[config.mk]
export PLATFORM = sky130hd
export DESIGN_NAME = shift_right_unit_flat
export DESIGN_NICKNAME = d
export VERILOG_FILES = /design/src/rtl/shift_right_pkg.sv /design/src/rtl/shift_right_unit_if.sv /design/src/rtl/shift_right_stage.sv /design/src/rtl/shift_right_unit.sv /design/src/flat_wrapper.sv
export SDC_FILE = /design/constraint.sdc
export NUM_CORES = 1
export LEC_CHECK = 0
export CAP_MARGIN = 15
export CORE_ASPECT_RATIO = 0.5
export CORE_UTILIZATION = 45
export DETAILED_ROUTE_END_ITERATION = 6
export HOLD_SLACK_MARGIN = 0.02
export MAX_ROUTING_LAYER = met4
export PLACE_DENSITY_LB_ADDON = 0.08
export SYNTH_ARGS = -nofsm -noshare
export SYNTH_HDL_FRONTEND = slang
export SYNTH_SLANG_ARGS = --single-unit
export TNS_END_PERCENT = 5
[constraint.sdc]
create_clock -name clk -period 2.34 [get_ports clk]
set_input_delay 0.234 -clock clk [delete_from_list [all_inputs] [get_ports clk]]
set_output_delay 0.234 -clock clk [all_outputs]
set_load 0.05 [all_outputs]
[src/rtl/shift_right_pkg.sv]
`default_nettype none
// ============================================================================
// Module : shift_right_pkg
// Brief  : Shared widths and types for the right-shift unit.
// Rev    : 1.0
// ============================================================================
package shift_right_pkg;

    localparam int DATA_W = 32;
    localparam int SH_W   = $clog2(DATA_W);

    typedef logic [DATA_W-1:0] word_t;
    typedef logic [SH_W-1:0]   shamt_t;

endpackage : shift_right_pkg
`default_nettype wire

[src/rtl/shift_right_unit_if.sv]
`default_nettype none
// ============================================================================
// Module : shift_right_unit_if
// Brief  : Operand/result bundle for shift_right_unit.
//          sticky exists only with SHIFT_RIGHT_UNIT_STICKY_EN.
// Rev    : 1.0
// ============================================================================
interface shift_right_unit_if #(
    parameter int DATA_W = 32,
    parameter int SH_W   = $clog2(DATA_W)
);

    logic              in_valid;
    logic [DATA_W-1:0] tg;
    logic [SH_W-1:0]   sh;
    logic              out_valid;
    logic [DATA_W-1:0] res_logic;
    logic [DATA_W-1:0] res_arith;
`ifdef SHIFT_RIGHT_UNIT_STICKY_EN
    logic              sticky;
`endif

    modport master (
        output in_valid, tg, sh,
`ifdef SHIFT_RIGHT_UNIT_STICKY_EN
        input  sticky,
`endif
        input  out_valid, res_logic, res_arith
    );

    modport slave (
        input  in_valid, tg, sh,
`ifdef SHIFT_RIGHT_UNIT_STICKY_EN
        output sticky,
`endif
        output out_valid, res_logic, res_arith
    );

endinterface : shift_right_unit_if
`default_nettype wire

[src/rtl/shift_right_stage.sv]
`default_nettype none
// ============================================================================
// Module : shift_right_stage
// Brief  : One barrel stage: shifts right by AMOUNT when enabled, inserting fill.
// Rev    : 1.0
// ============================================================================
module shift_right_stage #(
    parameter int DATA_W = 32,
    parameter int AMOUNT = 1
) (
    input  wire logic [DATA_W-1:0] i_data,
    input  wire logic              i_en,
    input  wire logic              i_fill,
    output      logic [DATA_W-1:0] o_data
);

    always_comb begin
        o_data = i_data;
        if (i_en) begin
            o_data = {{AMOUNT{i_fill}}, i_data[DATA_W-1:AMOUNT]};
        end
    end

endmodule : shift_right_stage
`default_nettype wire

[src/rtl/shift_right_unit.sv]
`default_nettype none
// ============================================================================
// Module : shift_right_unit
// Brief  : Logical and arithmetic 32-bit right shifter, one registered stage.
//          Optional sticky output: define SHIFT_RIGHT_UNIT_STICKY_EN.
// Rev    : 1.0
// ============================================================================
module shift_right_unit #(
    parameter int DATA_W = 32,
    parameter int SH_W   = $clog2(DATA_W)
) (
    input  wire logic         clk,
    input  wire logic         rst,
    shift_right_unit_if.slave bus
);

    import shift_right_pkg::*;

    localparam int c_msb = DATA_W - 1;

    logic [DATA_W-1:0] w_logic [0:SH_W];
    logic [DATA_W-1:0] w_arith [0:SH_W];
    logic              w_sign;

    logic              r_out_valid;
    logic [DATA_W-1:0] r_res_logic;
    logic [DATA_W-1:0] r_res_arith;

    assign w_sign     = bus.tg[c_msb];
    assign w_logic[0] = bus.tg;
    assign w_arith[0] = bus.tg;

    // Two parallel chains share the shift amount; only the fill bit differs.
    genvar k;
    generate
        for (k = 0; k < SH_W; k++) begin : g_stage
            shift_right_stage #(
                .DATA_W (DATA_W),
                .AMOUNT (1 << k)
            ) u_logic_stage (
                .i_data (w_logic[k]),
                .i_en   (bus.sh[k]),
                .i_fill (1'b0),
                .o_data (w_logic[k+1])
            );

            shift_right_stage #(
                .DATA_W (DATA_W),
                .AMOUNT (1 << k)
            ) u_arith_stage (
                .i_data (w_arith[k]),
                .i_en   (bus.sh[k]),
                .i_fill (w_sign),
                .o_data (w_arith[k+1])
            );
        end
    endgenerate

    always_ff @(posedge clk or posedge rst) begin
        if (rst) begin
            r_out_valid <= 1'b0;
            r_res_logic <= '0;
            r_res_arith <= '0;
        end else begin
            r_out_valid <= bus.in_valid;
            if (bus.in_valid) begin
                r_res_logic <= w_logic[SH_W];
                r_res_arith <= w_arith[SH_W];
            end
        end
    end

    assign bus.out_valid = r_out_valid;
    assign bus.res_logic = r_res_logic;
    assign bus.res_arith = r_res_arith;

`ifdef SHIFT_RIGHT_UNIT_STICKY_EN
    logic [DATA_W-1:0] w_out_mask;
    logic              w_sticky;
    logic              r_sticky;

    // Mask selects the bit positions below sh, i.e. those shifted out.
    assign w_out_mask = ~({DATA_W{1'b1}} << bus.sh);
    assign w_sticky   = |(bus.tg & w_out_mask);

    always_ff @(posedge clk or posedge rst) begin
        if (rst) begin
            r_sticky <= 1'b0;
        end else if (bus.in_valid) begin
            r_sticky <= w_sticky;
        end
    end

    assign bus.sticky = r_sticky;
`endif

endmodule : shift_right_unit
`default_nettype wire

[src/flat_wrapper.sv]
// flat-port wrapper written by rule: the top's interface ports become plain ports
module shift_right_unit_flat import shift_right_pkg::*;
#(
    parameter int DATA_W = 32,
    parameter int SH_W   = $clog2(DATA_W)
)
  (clk, rst, bus_in_valid, bus_tg, bus_sh, bus_out_valid, bus_res_logic, bus_res_arith);
  shift_right_unit_if #(.DATA_W(DATA_W), .SH_W(SH_W)) bus_i ();
  input  wire logic clk;
  input  wire logic rst;
  input wire logic [$bits(bus_i.in_valid)-1:0] bus_in_valid;
  input wire logic [$bits(bus_i.tg)-1:0] bus_tg;
  input wire logic [$bits(bus_i.sh)-1:0] bus_sh;
  output wire logic [$bits(bus_i.out_valid)-1:0] bus_out_valid;
  output wire logic [$bits(bus_i.res_logic)-1:0] bus_res_logic;
  output wire logic [$bits(bus_i.res_arith)-1:0] bus_res_arith;
  assign bus_i.in_valid = bus_in_valid;
  assign bus_i.tg = bus_tg;
  assign bus_i.sh = bus_sh;
  assign bus_out_valid = bus_i.out_valid;
  assign bus_res_logic = bus_i.res_logic;
  assign bus_res_arith = bus_i.res_arith;
  shift_right_unit #(.DATA_W(DATA_W), .SH_W(SH_W)) u_core (.clk(clk), .rst(rst), .bus(bus_i));
endmodule
# Word level (Yosys, flattened, before mapping)
# Cells that the tools add are included.
[classes]
n_mux = 10
[op_table]
columns = ["cell", "count"]
rows = [
  ["2-to-1 mux 32 bit", 5],
  ["2-to-1 mux 31 bit", 5],
]
[word_totals]
input_bits = 40
register_bits = 65
word_cells = 13

# Longest topological paths before layout
[depth]
word_depth = 5
depth_mapped = 8

# Hierarchy
# From an unflattened synthesis, not the netlist that was laid out.
[hier_totals]
hier_cells = 500
hier_area_um2 = 8164.1
[by_module_without_submodules]
columns = ["mod", "cells_per_inst", "seq_area_each_um2", "instances", "area_per_inst_um2"]
rows = [
  ["shift_right_stage at u_core.g_stage[0].u_arith_stage ...", 36, 0.0, 8, 544.3],
  ["shift_right_unit", 138, 1626.6, 1, 2711.4],
  ["shift_right_stage at u_core.g_stage[4].u_arith_stage ...", 37, 0.0, 2, 549.3],
]

# Worst setup path before layout
# OpenSTA, ideal clock, no wires.
[synth_timing]
kind = "input port to flip-flop"
start = "in bus_sh[0]"
end = "reg u_core.r_res_arith[4] (netlist: u_core.bus.res_arith[4])"
slack_ns = 0.448
arrival_ns = 1.749
n_path_buf = 3
path_stages = 7
path_cell_list = "buf_6 buf_12 buf_6 mux2_4 mux4_2 a221oi_2 o221ai_1"
[synth_between]
elab_chain_cells = 5
[synth_rtl]
columns = ["item", "line", "text"]
rows = [
  ["start: declaration", "flat_wrapper.sv:13", "input wire logic [$bits(bus_i.sh)-1:0] bus_sh;"],
  ["2-to-1 mux 31 bit (5 in series)", "shift_right_stage.sv:19", "if (i_en) begin"],
  ["end signal: assignment", "shift_right_unit.sv:68", "r_res_arith <= w_arith[SH_W];"],
  ["end: declaration", "shift_right_unit.sv:27", "logic [DATA_W-1:0] r_res_arith;"],
]
# No other way between the ends.
# A chain may end at the register's enable or synchronous reset.

# Worst setup path after layout
[layout_timing]
start = "in bus_tg[11]"
end = "reg u_core.r_res_arith[10] (netlist: u_core.bus.res_arith[10])"
[layout_between]
elab_chain_cells = 5
[layout_rtl]
columns = ["item", "line", "text"]
rows = [
  ["start: declaration", "flat_wrapper.sv:12", "input wire logic [$bits(bus_i.tg)-1:0] bus_tg;"],
  ["2-to-1 mux 31 bit (5 in series)", "shift_right_stage.sv:19", ""],
]
# No other way between the ends.

==> impl_results.md <==
* Status: finished clean
* Post-DRT Antenna Nets at 0
* Worst Slack Setup Final at 0.334 ns
* Initial antenna violation count at 0
* Buffer depth of the longest clock path at 2
* Vias at 4063
* Starting DRT DRC Count at 338
* CTS tree: yes
* Hold Path Class: in2async
* Max-Slew Margin vs Limit at roughly 60%
* Placed cells at a little under 700
* Register area share after synthesis at 36.6%
* Clock Skew at 0 ns
* Core Region at ~9400 sq um
* PostCTS Resize Cnt at 0
* Synth Instances at ~420
* Xor-xnor portion of the synthesized cell area at 0%
* Root Driver: clkbuf_16
* H-tree levels at 3
* Storage cell area at between 1500 and 2000 sq um
* Power Density at around 730 nW/um^2
* Layout area overhead at 39.5%
* Final Core Density at about two thirds
* Layout cells sized above 1 at a little over a fifth
* Grt total ovfl at 0
* WL/cell at slightly above 20 um
* Post-synthesis mux area share at 24.6%
* Leak at 2.56 nW
* Die Area at 10200 sq um
* PortBufs at between 100 and 150
* Max-cap viol count at 0
* Commonest non-fill, non-tap cell in the layout: clkdlybuf4s50_1
* Worst Tran Pin Value at 0.603 ns
* Worst Path Required at 2.55 ns
* Nets at a little under 600
* WL final at approximately 14000 um
* Setup slack at placement at ~0.053 ns
* Non-filler cells, final at about 690
* CP Max Fanout at 5
* Worst setup EP type: register
* Reg2Reg Depth at 1
* Reg2Reg Setup Slack at 1.50 ns
* Synth Area in Compound Gates at slightly above 20%
* Slowest stage cell, crit path: mux4_1
* I/O pins at 105
* Initial core utilization at a little under half
* Die width at between 100 and 150 um
* Chip height at slightly above 70 um
* #FFs+latches synth at 64
* Final setup fails at 0
* Syn Std Cell Area at approximately 4400 sq um
* Postcts setup bufs at 0
* Yosys warning count at 0
* Vias per inst at between 5 and 6
* Unrepaired setup endpoints after global routing: no
* Reg-to-reg startpoint: u_core.bus.res_logic[1]$_DFFE_PP0P_
* CP Launch Type: input port
* Hold Fails Final Rpt at 0
* Synth Net Count at 462
* Synth Area in Adders at 0%
* Tcrit/Tclk final at ~86%
* Largest net degree at the start of global routing at around 40
* Async S/R FF share, synth at 100%
* Clk Latency, worst-skew pair at 0.33 ns
* Placed Area at between 5000 and 6000 sq um
* DR DRC count at 0
* Most frequent cells in the layout: 102 x clkdlybuf4s50_1, 64 x dfrtp_1, 48 x buf_4
* Worst Setup Path Type: in2reg
* Post-Synth Simple-Gate Area at between 10% and 20%
* TNS Setup at 0 ns
* Minimum clock period at around 2.0 ns
* Crit-path max cell delay at 0.55 ns
* Leading area contributor after synthesis: dfrtp_1
* Clock-pin slew on the worst setup and hold paths at 0.06 ns
* CTS sink cnt at 64
* R2R Path End: u_core.bus.res_logic[1]$_DFFE_PP0P_
* CTS Buf Count at 9
* Multi-input gate area at 2450 sq um
* Global-route wire length before repair at 22300 um
* Synth Area per Inst at 10.4 sq um
* Detailed placer's ending HPWL at 10800 um
* EDFF count, synth at 0
* Area share of the largest cell type after synthesis at between 30% and 40%
* 1st-pass router iterations at 5
* Cell area after layout at 6110 sq um
* Slew Limit Fails at 0
* GPL Wtd Cong at around 0.9
* Largest family of logic cells by synthesized area: multiplexers
* Hold WS at between 0.2 and 0.3 ns
* Worst vdd ir at around 0.34 mV
* Top post-synthesis cells by area: dfrtp_1 37%, mux4_2 9.8%, mux2i_1 5.3%
* Max Freq at around 500 MHz
* Worst EP arrival at 2.22 ns
* Tot GR Track Use at approximately 30%
* Vias in the first global route at ~3800
* Fillers at approximately 790
* Cts hold-fix bufs at 0
* # rows at 25
* Power, Total at around 4.4 mW
* Diode count at 0
* Crit-path cells: clkdlybuf4s50_1 > mux4_1 > mux2i_1 > buf_4 > mux2i_1 > a21oi_1 > a21oi_1
* Top_reg_cell synth: dfrtp_1
* Distinct cells, synth at 52
critical path, delay by kind of cell:
family | cells | cell delay [ns]
muxes | 3 | 0.91
AOI/OAI and AO/OA | 2 | 0.43
buffers and inverters | 2 | 0.65
Yosys cell counts, drive strengths merged, types with 3 or more instances:
cell type and number:
inv 21, o22a 6, a21oi 22, o22ai 9
mux2i 23, a21o 4, buf 18, nor3 5
mux2 20, o211ai 6, nand2 36, dfrtp 64
o221ai 16, nor2 33, a211oi 4, nand2b 4
nand3 7, o21ai 16, a31oi 5, mux4 26
o2bb2ai 14, or2 5, o311ai 4, nor2b 6
and2 5, clkbuf 17, a22oi 3, a22o 3
state kept, by name, summed over array words and instances, names as in the netlist:
name	cells
u_core.bus.res_arith	32
u_core.bus.res_logic	31
u_core.bus.out_valid	1
power by group:
group,leakage [nW],switching [mW],internal [mW]
Combinational,1.61,1.00,0.630
Sequential,0.790,0.0818,1.24
Clock,0.151,0.522,0.964
worst max-delay path by stage:
stage	from	to	slack (ns)
floorplan	bus_sh[0]	u_core.bus.res_arith[4]$_DFFE_PP0P_	0.45
global placement	bus_sh[1]	u_core.bus.res_arith[4]$_DFFE_PP0P_	0.06
detailed placement	bus_tg[18]	u_core.bus.res_logic[1]$_DFFE_PP0P_	0.05
CTS	bus_tg[14]	u_core.bus.res_arith[10]$_DFFE_PP0P_	0.39
global route	bus_tg[14]	u_core.bus.res_logic[12]$_DFFE_PP0P_	0.24
finish	bus_tg[11]	u_core.bus.res_arith[10]$_DFFE_PP0P_	0.33
metal layers:
layer / global-route usage (%) / vias to the layer above / part of all wire, %
met5: - / - / 0
met4: 5.14 / 0 / 0.80
met3: 8.09 / 13 / 8.7
met2: 39.0 / 188 / 40
met1: 47.3 / 1992 / 50
li1: - / 1870 / -
area by class of cell:
| cell class | count | area share (%) |
|---|---|---|
| clock inverter | 6 | 1.49 |
| timing repair buffer | 156 | 24.1 |
| tap | 135 | 2.76 |
| clock buffer | 10 | 3.91 |
| multi-input combinational | 298 | 40.1 |
| sequential | 64 | 26.2 |
| inverter | 23 | 1.41 |
cell families (layout without fill, tap and decap cells):
logic type / Yosys count / after routing
mux: 69 / 69
flops: 64 / 64
simple gates: 104 / 104
buf+inv: 60 / 195
compound gates: 125 / 125
No activity file was read; power rests on OpenSTA's default activity.
